### src/rtl/game_countdown.sv
// Round timer: counts GAME_SECONDS down to 0, one step every CLK_FREQ pclk cycles, with BCD digits for the overlay.
// Latency: outputs registered, one cycle after start/abort; optional pause via `GAME_TIMER_PAUSE_EN.
module game_countdown #(
    parameter int CLK_FREQ     = 40_000_000,
    parameter int GAME_SECONDS = 30,
    parameter int PS_W         = 26
) (
    input  logic       pclk,
    input  logic       rst,
    input  logic       start,
    input  logic       abort,
    input  logic       pause,
    output logic [6:0] time_left,
    output logic [3:0] tens,
    output logic [3:0] ones,
    output logic       running,
    output logic       time_nonzero,
    output logic       expired
);

    localparam logic [6:0]      GS      = 7'(GAME_SECONDS);
    localparam logic [3:0]      GS_TENS = 4'(GAME_SECONDS / 10);
    localparam logic [3:0]      GS_ONES = 4'(GAME_SECONDS % 10);
    localparam logic [PS_W-1:0] PS_LAST = PS_W'(CLK_FREQ - 1);

`ifdef GAME_TIMER_PAUSE_EN
    typedef enum logic [1:0] {
        S_IDLE  = 2'd0,
        S_RUN   = 2'd1,
        S_DONE  = 2'd2,
        S_PAUSE = 2'd3
    } state_t;
`else
    typedef enum logic [1:0] {
        S_IDLE = 2'd0,
        S_RUN  = 2'd1,
        S_DONE = 2'd2
    } state_t;

    logic unused_pause;
    assign unused_pause = pause;
`endif

    state_t          state;
    logic [PS_W-1:0] prescaler;

    always_ff @(posedge pclk) begin
        if (rst) begin
            state        <= S_IDLE;
            time_left    <= GS;
            tens         <= GS_TENS;
            ones         <= GS_ONES;
            prescaler    <= '0;
            running      <= 1'b0;
            expired      <= 1'b0;
            time_nonzero <= 1'b1;
        end else if (abort) begin
            state        <= S_IDLE;
            time_left    <= GS;
            tens         <= GS_TENS;
            ones         <= GS_ONES;
            prescaler    <= '0;
            running      <= 1'b0;
            expired      <= 1'b0;
            time_nonzero <= 1'b1;
        end else begin
            expired <= 1'b0;
            case (state)
                S_IDLE, S_DONE: begin
                    if (start) begin
                        state        <= S_RUN;
                        time_left    <= GS;
                        tens         <= GS_TENS;
                        ones         <= GS_ONES;
                        prescaler    <= '0;
                        running      <= 1'b1;
                        time_nonzero <= 1'b1;
                    end
                end

                S_RUN: begin
`ifdef GAME_TIMER_PAUSE_EN
                    if (pause) begin
                        // prescaler keeps its value so the partial second is not lost
                        state   <= S_PAUSE;
                        running <= 1'b0;
                    end else
`endif
                    if (prescaler == PS_LAST) begin
                        prescaler <= '0;
                        time_left <= time_left - 7'd1;
                        if (ones == 4'd0) begin
                            ones <= 4'd9;
                            tens <= tens - 4'd1;
                        end else begin
                            ones <= ones - 4'd1;
                        end
                        if (time_left == 7'd1) begin
                            state        <= S_DONE;
                            expired      <= 1'b1;
                            running      <= 1'b0;
                            time_nonzero <= 1'b0;
                        end
                    end else begin
                        prescaler <= prescaler + 1'b1;
                    end
                end

`ifdef GAME_TIMER_PAUSE_EN
                S_PAUSE: begin
                    if (!pause) begin
                        state   <= S_RUN;
                        running <= 1'b1;
                    end
                end
`endif

                default: begin
                    state   <= S_IDLE;
                    running <= 1'b0;
                end
            endcase
        end
    end

endmodule
### config.mk
export PLATFORM = sky130hd
export DESIGN_NAME = game_countdown
export DESIGN_NICKNAME = d
export VERILOG_FILES = /design/src/rtl/game_countdown.sv
export SDC_FILE = /design/constraint.sdc
export NUM_CORES = 1
export LEC_CHECK = 0
export BUFFER_PORTS_ARGS = -buffer_cell sky130_fd_sc_hd__buf_2
export CAP_MARGIN = 20
export CORE_MARGIN = 2
export CORE_UTILIZATION = 50
export DETAILED_ROUTE_END_ITERATION = 12
export PLACE_DENSITY_LB_ADDON = 0.08
export SYNTH_ARGS = -nofsm -noshare
export SYNTH_HDL_FRONTEND = slang
export SYNTH_SLANG_ARGS = --single-unit
### constraint.sdc
create_clock -name pclk -period 2.9 [get_ports pclk]
set_input_delay 0.435 -clock pclk [delete_from_list [all_inputs] [get_ports pclk]]
set_output_delay 0.435 -clock pclk [all_outputs]
set_load 0.005 [all_outputs]
# Word-level counts from Yosys, hierarchy flattened

Cells that the tools add are included.

Register bits: 46
Word-level logic and storage cells: 57

$add $sub $neg: 4
Equality and inequality tests: 8
Muxes and demuxes: 24
Bitwise operators: 2
Reduce and logical (&&, ||, !) cells: 11

Operator list:

| operator              | number |
|---|---|
| $mux 26               | 2 |
| $pmux 26 s2           | 1 |
| $add 26x1->26 const B | 1 |
| $eq 26x26->1 const B  | 1 |
| $mux 4                | 6 |
| $pmux 4 s2            | 2 |
| $mux 7                | 2 |
| $pmux 7 s2            | 1 |
| $ne 2x2->1 const B    | 4 |
| $reduce_and 4->1      | 2 |
| $sub 4x1->4 const B   | 2 |
| $eq 7x1->1 const B    | 1 |
| $sub 7x1->7 const B   | 1 |
| $mux 2                | 3 |
| $reduce_and 3->1      | 2 |
| $logic_not 4->1       | 1 |
| $mux 1                | 4 |
| $pmux 1 s2            | 2 |
| $pmux 2 s2            | 1 |
| $reduce_or 2->1       | 2 |
| $reduce_or 4->1       | 1 |
| $eq 2x1->1 const B    | 1 |
| $eq 2x2->1 const B    | 1 |
| $logic_not 2->1       | 1 |
| 3 further kinds       | 4 |

# Logic depth before layout (Yosys ltp)

Gate-level depths: netlist of run 1.

Word-level depth: 4
Gate-level depth with buffers: 7
Gate-level depth less buffers: 7

# Worst setup path before layout of run 1

OpenSTA, ideal clock, no wires.

Path kind: register to register
Start: reg prescaler[0]
End: reg prescaler[24]
Setup time: 120 ps
Data arrival time: 1822 ps
Data required time: 2780 ps
Path slack: 958 ps
Stages on the path, launching flop included: 7
Buffers on the path: 0
Clock period less this slack: 1942 ps
Cells stage by stage: dfxtp_1 -> ha_1 -> nand3_1 -> or4_4 -> nor2_4 -> nor4_1 -> a211o_1

Word-level cells in the longest chain between the ends: 3
Elaborated cells between the ends (all ways): 4
Those cells by class: add/sub (1); eq/ne (1); mux (2)

RTL lines:

| what                                          | line    | source |
|---|---|---|
| from (decl)                                   | 45      | `logic [PS_W-1:0] prescaler;` |
| from (signal assigned)                        | 105     | `prescaler <= prescaler + 1'b1;` |
| $add 26x1->26 or $eq 26x26->1 (tied branches) | 105, 89 |  |
| $mux 26 (*)                                   | 89      | `if (prescaler == PS_LAST) begin` |
| $pmux 26 s2 (*)                               | 68      | `case (state)` |

Mark *: on every way between the ends. The rest lies on a longest branch, timed or not.
A chain may end at the register's enable or synchronous reset.

# Worst setup path after layout of run 1

Start: reg prescaler[14]
End: reg prescaler[11]

Word-level cells in the longest chain between the ends: 3

RTL lines:

| what         | line |
|---|---|
| $eq 26x26->1 | 89 |
| $mux 26      | 89 |
| $pmux 26 s2  | 68 |

No other way between the ends.

==> results.py, run 1 <==
metrics = {
    "cells_and_area": {
        "instances_no_fill": 366,
        "final_common_cell": "dfxtp_1",
        "nNetsFinal": 324,
        "drive_gt1_share_pct": 14.1,
        "insertedDiodeCount": 0,
        "layout_common_cells": "dfxtp_1, nor2_1, nand2_1, nand3_1, buf_2",
        "area_growth_pct": 12.4,
    },
    "worst_setup_path": {
        "cp-end-kind": "flop",
        "worstPathRequired_ps": 3080,
        "startpoint_type": "flop",
        "r2r_cells": 6,
        "rrSetupSlack_ps": 820,
        "cp.arrival_ps": 2260,
        "cp_top_family": "simple AND/OR/NAND/NOR gates",
        "crit_start": "prescaler[14]",
        "rr_startpoint": "prescaler[14]",
        "max_stage_delay_ps": 400,
        "cp_cell_sequence": "nor4b_1 -> and4_1 -> nand2_1 -> o21ai_2 -> buf_4 -> nor2_1",
        "crit_buf_inv": 1,
        "path_max_fanout": 19,
        "rr_endpoint": "prescaler[11]",
        "cpMaxStageDelayCell": "dfxtp_1",
        "timing.setup.critical_path_class": "reg2reg",
    },
    "yosys": {
        "synth_area_leader_cell": "dfxtp_1",
        "yosysSeqAreaShare_pct": 38.6,
        "synth-edff-count": 0,
        "syn_area_mm2": 0.00239,
        "synth_flop_cell": "dfxtp_1",
        "synthCells": 286,
        "synth_nets": 298,
        "syn_area_per_cell_um2": 8.34,
        "synth_cell_types": 47,
        "ys_ff_latch": 46,
        "synth_warnings": 0,
        "synthTopCellsByArea": "dfxtp_1, xor2_1, nor2_1, nand3_1, nand2_1",
        "async_flop_share_pct": 0,
        "synth_top_area_share_pct": 38.6,
    },
    "floorplanning": {
        "start_util_pct": 51.2,
        "core_area_mm2": 0.00466,
        "ios": 23,
        "dieArea_mm2": 0.00534,
        "die_w_um": 73.1,
        "row_count": 25,
        "die_y_um": 73.1,
    },
    "detailed_routing": {
        "first_pass_iters": 5,
        "vias_per_cell": 5.65,
        "wl_per_cell_um": 13.7,
        "vias": 2069,
        "wl_um": 5020,
        "drtIter0Drc": 95,
        "drcViolationCount": 0,
        "drtAntennaViolNets": 0,
    },
    "place": {
        "hpwl_um": 3710,
        "post-place-ws_ps": 828,
        "dp_cells": 359,
        "gp_congestion": 0.814,
        "portBuffers": 21,
    },
    "clock_tree": {
        "clk_pin_slew_worst_paths_ps": 80,
        "hold_buffers": 0,
        "cts_max_level": 2,
        "clock_latency_ps": 290,
        "cts_setup_buffers": 0,
        "cts_inserted_buffers": 5,
        "cts-resized-gates": 0,
        "cts_max_path_buffers": 2,
        "root_buffer": "clkbuf_8",
        "clock-sinks": 46,
        "cts_tree": "done",
    },
    "timing": {
        "hold_viol": 0,
        "slew_viol_final": 0,
        "whs_ps": 416,
        "setup_viol": 0,
        "period_minus_slack_ps": 2080,
        "tightest_slew_ps": 800,
        "slew_headroom_pct": 46.5,
        "setup_tns_ps": 0,
        "fin_ws_ps": 821,
        "fin_crit_sh_pct": 71.7,
        "rsz0062_at_grt": "no",
        "fin_skew_ps": 4.61,
        "fmaxAchievable_ghz": 0.481,
    },
    "hold_path": {
        "holdPathStages": 4,
        "min_from": "start",
        "hold_end": "state[1]",
        "hold_class": "in2reg",
    },
    "status": {
        "status": "complete, no violations",
    },
    "flow_run": {
        "maxCapViolations": 0,
    },
    "global_route": {
        "grt_pass1_vias": 1864,
        "grt.total_usage_pct": 20.1,
        "grt_max_degree": 20,
        "antenna_found_initial": 0,
        "grt_pass1_wl_um": 8490,
        "overflow": 0,
    },
    "pwr": {
        "power.static_leakage_nw": 0.976,
        "ir_drop_mv": 0.334,
        "power.density_mw_per_mm2": 435,
    },
}
==> final cells by class <==
type	instances	area, µm²
clock buffers	6	82.6
flip-flops and latches	46	921
repair buffers	27	150
well taps	54	67.6
clock inverters	1	30.0
inverters	8	30.0
multi-input cells	224	1400
fillers	427	1980
==> worst register-to-register path, cell delays in order (launching register included) <==
cell and delay (ps):
dfxtp_1 400, nor4b_1 350, and4_1 350, nand2_1 180
o21ai_2 320, buf_4 300, nor2_1 80
==> per-stage QoR <==
step / area [µm²] / total power, mW / util, %
floorplan: 2390 / 0.681 / -
CTS: 2680 / 1.18 / 57.5
global placement: 2570 / 0.696 / 55.1
finish: 2680 / 1.17 / 57.5
global route: 2680 / 1.21 / 57.5
detailed placement: 2570 / 0.696 / 55.1
==> logic make-up (layout without fill, tap and decap cells) <==
group | Yosys count | in the layout | synth area share, %
buffers and inverters | 16 | 42 | 2.73
AND/OR/NAND/NOR | 148 | 148 | 33.6
adder cells (fa/ha/maj) | 7 | 7 | 3.67
AO/OA/AOI/OAI | 47 | 47 | 13.1
XOR/XNOR | 18 | 18 | 6.61
multiplexers | 4 | 4 | 1.73
flip-flops | 46 | 46 | 38.6
==> power breakdown <==
group / leakage (nW) / total, mW / internal, mW / switching [mW]
Sequential: 0.371 / 0.636 / 0.633 / 0.00218
Clock: 0.0573 / 0.486 / 0.276 / 0.210
Combinational: 0.548 / 0.0458 / 0.0140 / 0.0318
Total: 0.976 / 1.17 / 0.923 / 0.244
==> worst max-delay path by stage <==
stage               endpoint  cells after the start  slack (ps)
6_report       prescaler[11]                      6         820
3_3_place_gp    prescaler[4]                      6         810
5_1_grt        prescaler[18]                      7         590
3_5_place_dp   prescaler[16]                      6         830
4_1_cts        prescaler[16]                      6         810
2_1_floorplan  prescaler[24]                      6         960
==> state kept, by name, indices dropped and copies added, names as in the netlist <==
name / flops
expired: 1
time_left: 7
ones: 4
tens: 4
state: 2
time_nonzero: 1
prescaler: 26
running: 1
==> synthesized netlist by cell type, drive strengths merged, types with 2 or more instances <==
master  number
and3         4
nand3       22
nor2b        2
nor3        12
nor4         3
nand3b       2
o21a         3
o31ai        2
nand4       12
a31oi        4
or3          5
ha           7
and4         4
dfxtp       46
or4          2
nor3b        2
inv          8
nor4b        4
nand2b       2
o21ai       11
a211o        2
mux2i        3
nor2        41
a21oi       14
nand2       27
clkbuf       4
xor2        18
a21o         3
a211oi       3
buf          4
==> layer usage <==
layer  up-vias  global-route usage [%]  wire (µm)
met5         -                       0          0
met4         0                    5.76         46
met3         7                    4.28        191
met2        34                    33.6       2390
met1       951                    25.9       2390
li1       1077                       -          -
Power figures use the tool's default switching activity.
==> run 2, diff against run 1 <==
- ABC_AREA: unset -> 1
- clock period: 2.9 -> 1.9 ns (I/O delays scaled with it)
==> run 2 against run 1 <==
Effect of this change:
- first-iteration DRC count rose by 29%
- critical path type unchanged
- clock power rose by 51%
- worst setup slack got worse by 650 ps
==> results.py, run 2 <==
metrics = {
    "status": {
        "status": "complete, no violations",
    },
    "worst_setup_path": {
        "path_max_fanout": 4,
        "rr_endpoint": "prescaler[20]",
        "startpoint_type": "flop",
        "rrSetupSlack_ps": 170,
        "cp_cell_sequence": "buf_4 -> ha_1 -> inv_1 -> nor2_2 -> nand2_1 -> nor3_4 -> nand2_1 -> nor2_1 -> xnor2_1 -> nor2_1",
        "cp-end-kind": "flop",
        "worstPathRequired_ps": 2090,
        "timing.setup.critical_path_class": "reg2reg",
        "rr_startpoint": "prescaler[0]",
        "r2r_cells": 10,
        "cp.arrival_ps": 1920,
        "max_stage_delay_ps": 350,
        "cpMaxStageDelayCell": "dfxtp_2",
    },
    "detailed_routing": {
        "wl_per_cell_um": 11.6,
        "wl_um": 5700,
        "vias": 2417,
        "first_pass_iters": 5,
        "drtAntennaViolNets": 0,
        "drtIter0Drc": 123,
        "vias_per_cell": 4.93,
        "drcViolationCount": 0,
    },
    "yosys": {
        "synth_cell_types": 32,
        "syn_area_mm2": 0.00258,
        "synth_nets": 400,
        "synth_warnings": 0,
        "synth_top_area_share_pct": 35.7,
        "syn_area_per_cell_um2": 6.64,
        "synthTopCellsByCount": "nand2_1, nor2_1, dfxtp_1, inv_1, nand3_1",
        "synth-edff-count": 0,
        "ys_ff_latch": 46,
        "async_flop_share_pct": 0,
        "yosysSeqAreaShare_pct": 35.7,
        "synth_area_leader_cell": "dfxtp_1",
        "synthCells": 388,
        "yosysMostFrequentCell": "nand2_1",
        "synth_flop_cell": "dfxtp_1",
        "synthTopCellsByArea": "dfxtp_1, nand2_1, nor2_1, nand3_1, inv_1",
    },
    "clock_tree": {
        "cts_inserted_buffers": 5,
        "cts_tree": "done",
        "cts_max_path_buffers": 2,
        "clk_pin_slew_worst_paths_ps": 90,
        "cts_max_level": 2,
        "root_buffer": "clkbuf_8",
        "clock_latency_ps": 310,
        "clock-sinks": 46,
        "hold_buffers": 0,
    },
    "pwr": {
        "power.density_mw_per_mm2": 652,
        "power.static_leakage_nw": 1.17,
        "ir_drop_mv": 0.445,
    },
    "floorplanning": {
        "die_w_um": 75.8,
        "die_y_um": 75.8,
        "row_count": 26,
        "start_util_pct": 51.1,
        "dieArea_mm2": 0.00574,
        "core_area_mm2": 0.00504,
        "ios": 23,
    },
    "timing": {
        "slew_viol_final": 0,
        "fin_skew_ps": 11.2,
        "fin_crit_sh_pct": 90.9,
        "tightest_slew_ps": 489,
        "rsz0062_at_grt": "no",
        "setup_tns_ps": 0,
        "slew_headroom_pct": 67.3,
        "hold_viol": 0,
        "setup_viol": 0,
        "period_minus_slack_ps": 1730,
        "fmaxAchievable_ghz": 0.579,
    },
    "global_route": {
        "grt_pass1_vias": 2170,
        "grt_pass1_wl_um": 9470,
        "antenna_found_initial": 0,
        "grt.total_usage_pct": 21.5,
        "grt_max_degree": 17,
        "overflow": 0,
    },
    "cells_and_area": {
        "final_common_cell": "nand2_1",
        "reg.largest.list": "prescaler (26), time_left (7)",
        "largest_reg_flops": 26,
        "drive_gt1_share_pct": 15.7,
        "regMostFlops": "prescaler",
        "area_growth_pct": 14.4,
        "insertedDiodeCount": 0,
        "nFillCells": 495,
        "instances_no_fill": 490,
        "layout_common_cells": "nand2_1, nor2_1, dfxtp_1, inv_1, nand3_1",
        "nNetsFinal": 431,
    },
    "place": {
        "gp_congestion": 0.908,
        "portBuffers": 21,
        "dp_cells": 481,
        "hpwl_um": 4200,
    },
    "flow_run": {
        "maxCapViolations": 0,
    },
    "hold_path": {
        "hold_class": "in2reg",
        "hold_end": "time_nonzero",
        "min_from": "start",
        "holdPathStages": 3,
    },
}
==> run 2: how the worst max path moves through the flow <==
stage / startpoint / to / slack [ps]
floorplan: prescaler[0] / time_nonzero / 340
global placement: prescaler[0] / ones[0] / 110
detailed placement: prescaler[0] / ones[0] / 110
CTS: prescaler[0] / prescaler[20] / 80
global route: prescaler[0] / prescaler[20] / 10
finish: prescaler[0] / prescaler[20] / 170
==> run 2: critical path, delay by kind of cell (launching register included) <==
kind	cells	cell delay [ps]
fa+ha+maj	1	130
xor+xnor	1	130
flops	1	350
buf+inv	2	170
simple gates	6	850
==> run 2: per-stage QoR <==
step / setup WS [ps] / util (%) / instance area [µm²] / hold slack (ps) / total power [mW]
after floorplan: 337 / - / 2580 / 457 / 1.15
after global placement: 112 / 55.8 / 2820 / 448 / 1.21
after detailed placement: 105 / 55.8 / 2820 / 452 / 1.21
after CTS: 81.6 / 58.0 / 2930 / 304 / 1.94
after global routing: 13.1 / 58.5 / 2950 / 337 / 1.99
final: 174 / 58.5 / 2950 / 301 / 1.92
==> run 2: final cells by class <==
cell class	count	area [µm²]	area share (%)
Tap cell	70	87.6	2.97
Multi-Input combinational cell	287	1450	49.0
Clock inverter	2	37.5	1.27
Clock buffer	6	72.6	2.46
Inverter	46	175	5.94
Timing Repair Buffer	33	208	7.05
Sequential cell	46	922	31.3
==> run 2: cells by family after synthesis <==
family	share of synthesized area, %
buffers and inverters	8.64
XOR/XNOR	5.78
AO/OA/AOI/OAI	7.43
AND/OR/NAND/NOR	39.0
flip-flops	35.7
adder cells (fa/ha/maj)	3.40
==> run 2: per-layer routing <==
metal | track usage, % | share of wire [%]
met1 | 27.8 | 49
met2 | 35.4 | 45
met3 | 4.37 | 3.4
met4 | 7.80 | 2.0
met5 | 0 | 0
==> run 2: where the power goes <==
part	switching [mW]	internal (mW)	total (mW)
Combinational	0.129	0.0691	0.198
Sequential	0.0117	0.978	0.990
Clock	0.342	0.393	0.735
==> run 2: what timing repair did <==
action	CTS	global route
gates resized for setup	0	5
setup buffers	0	1
endpoints found under the setup margin	0	23
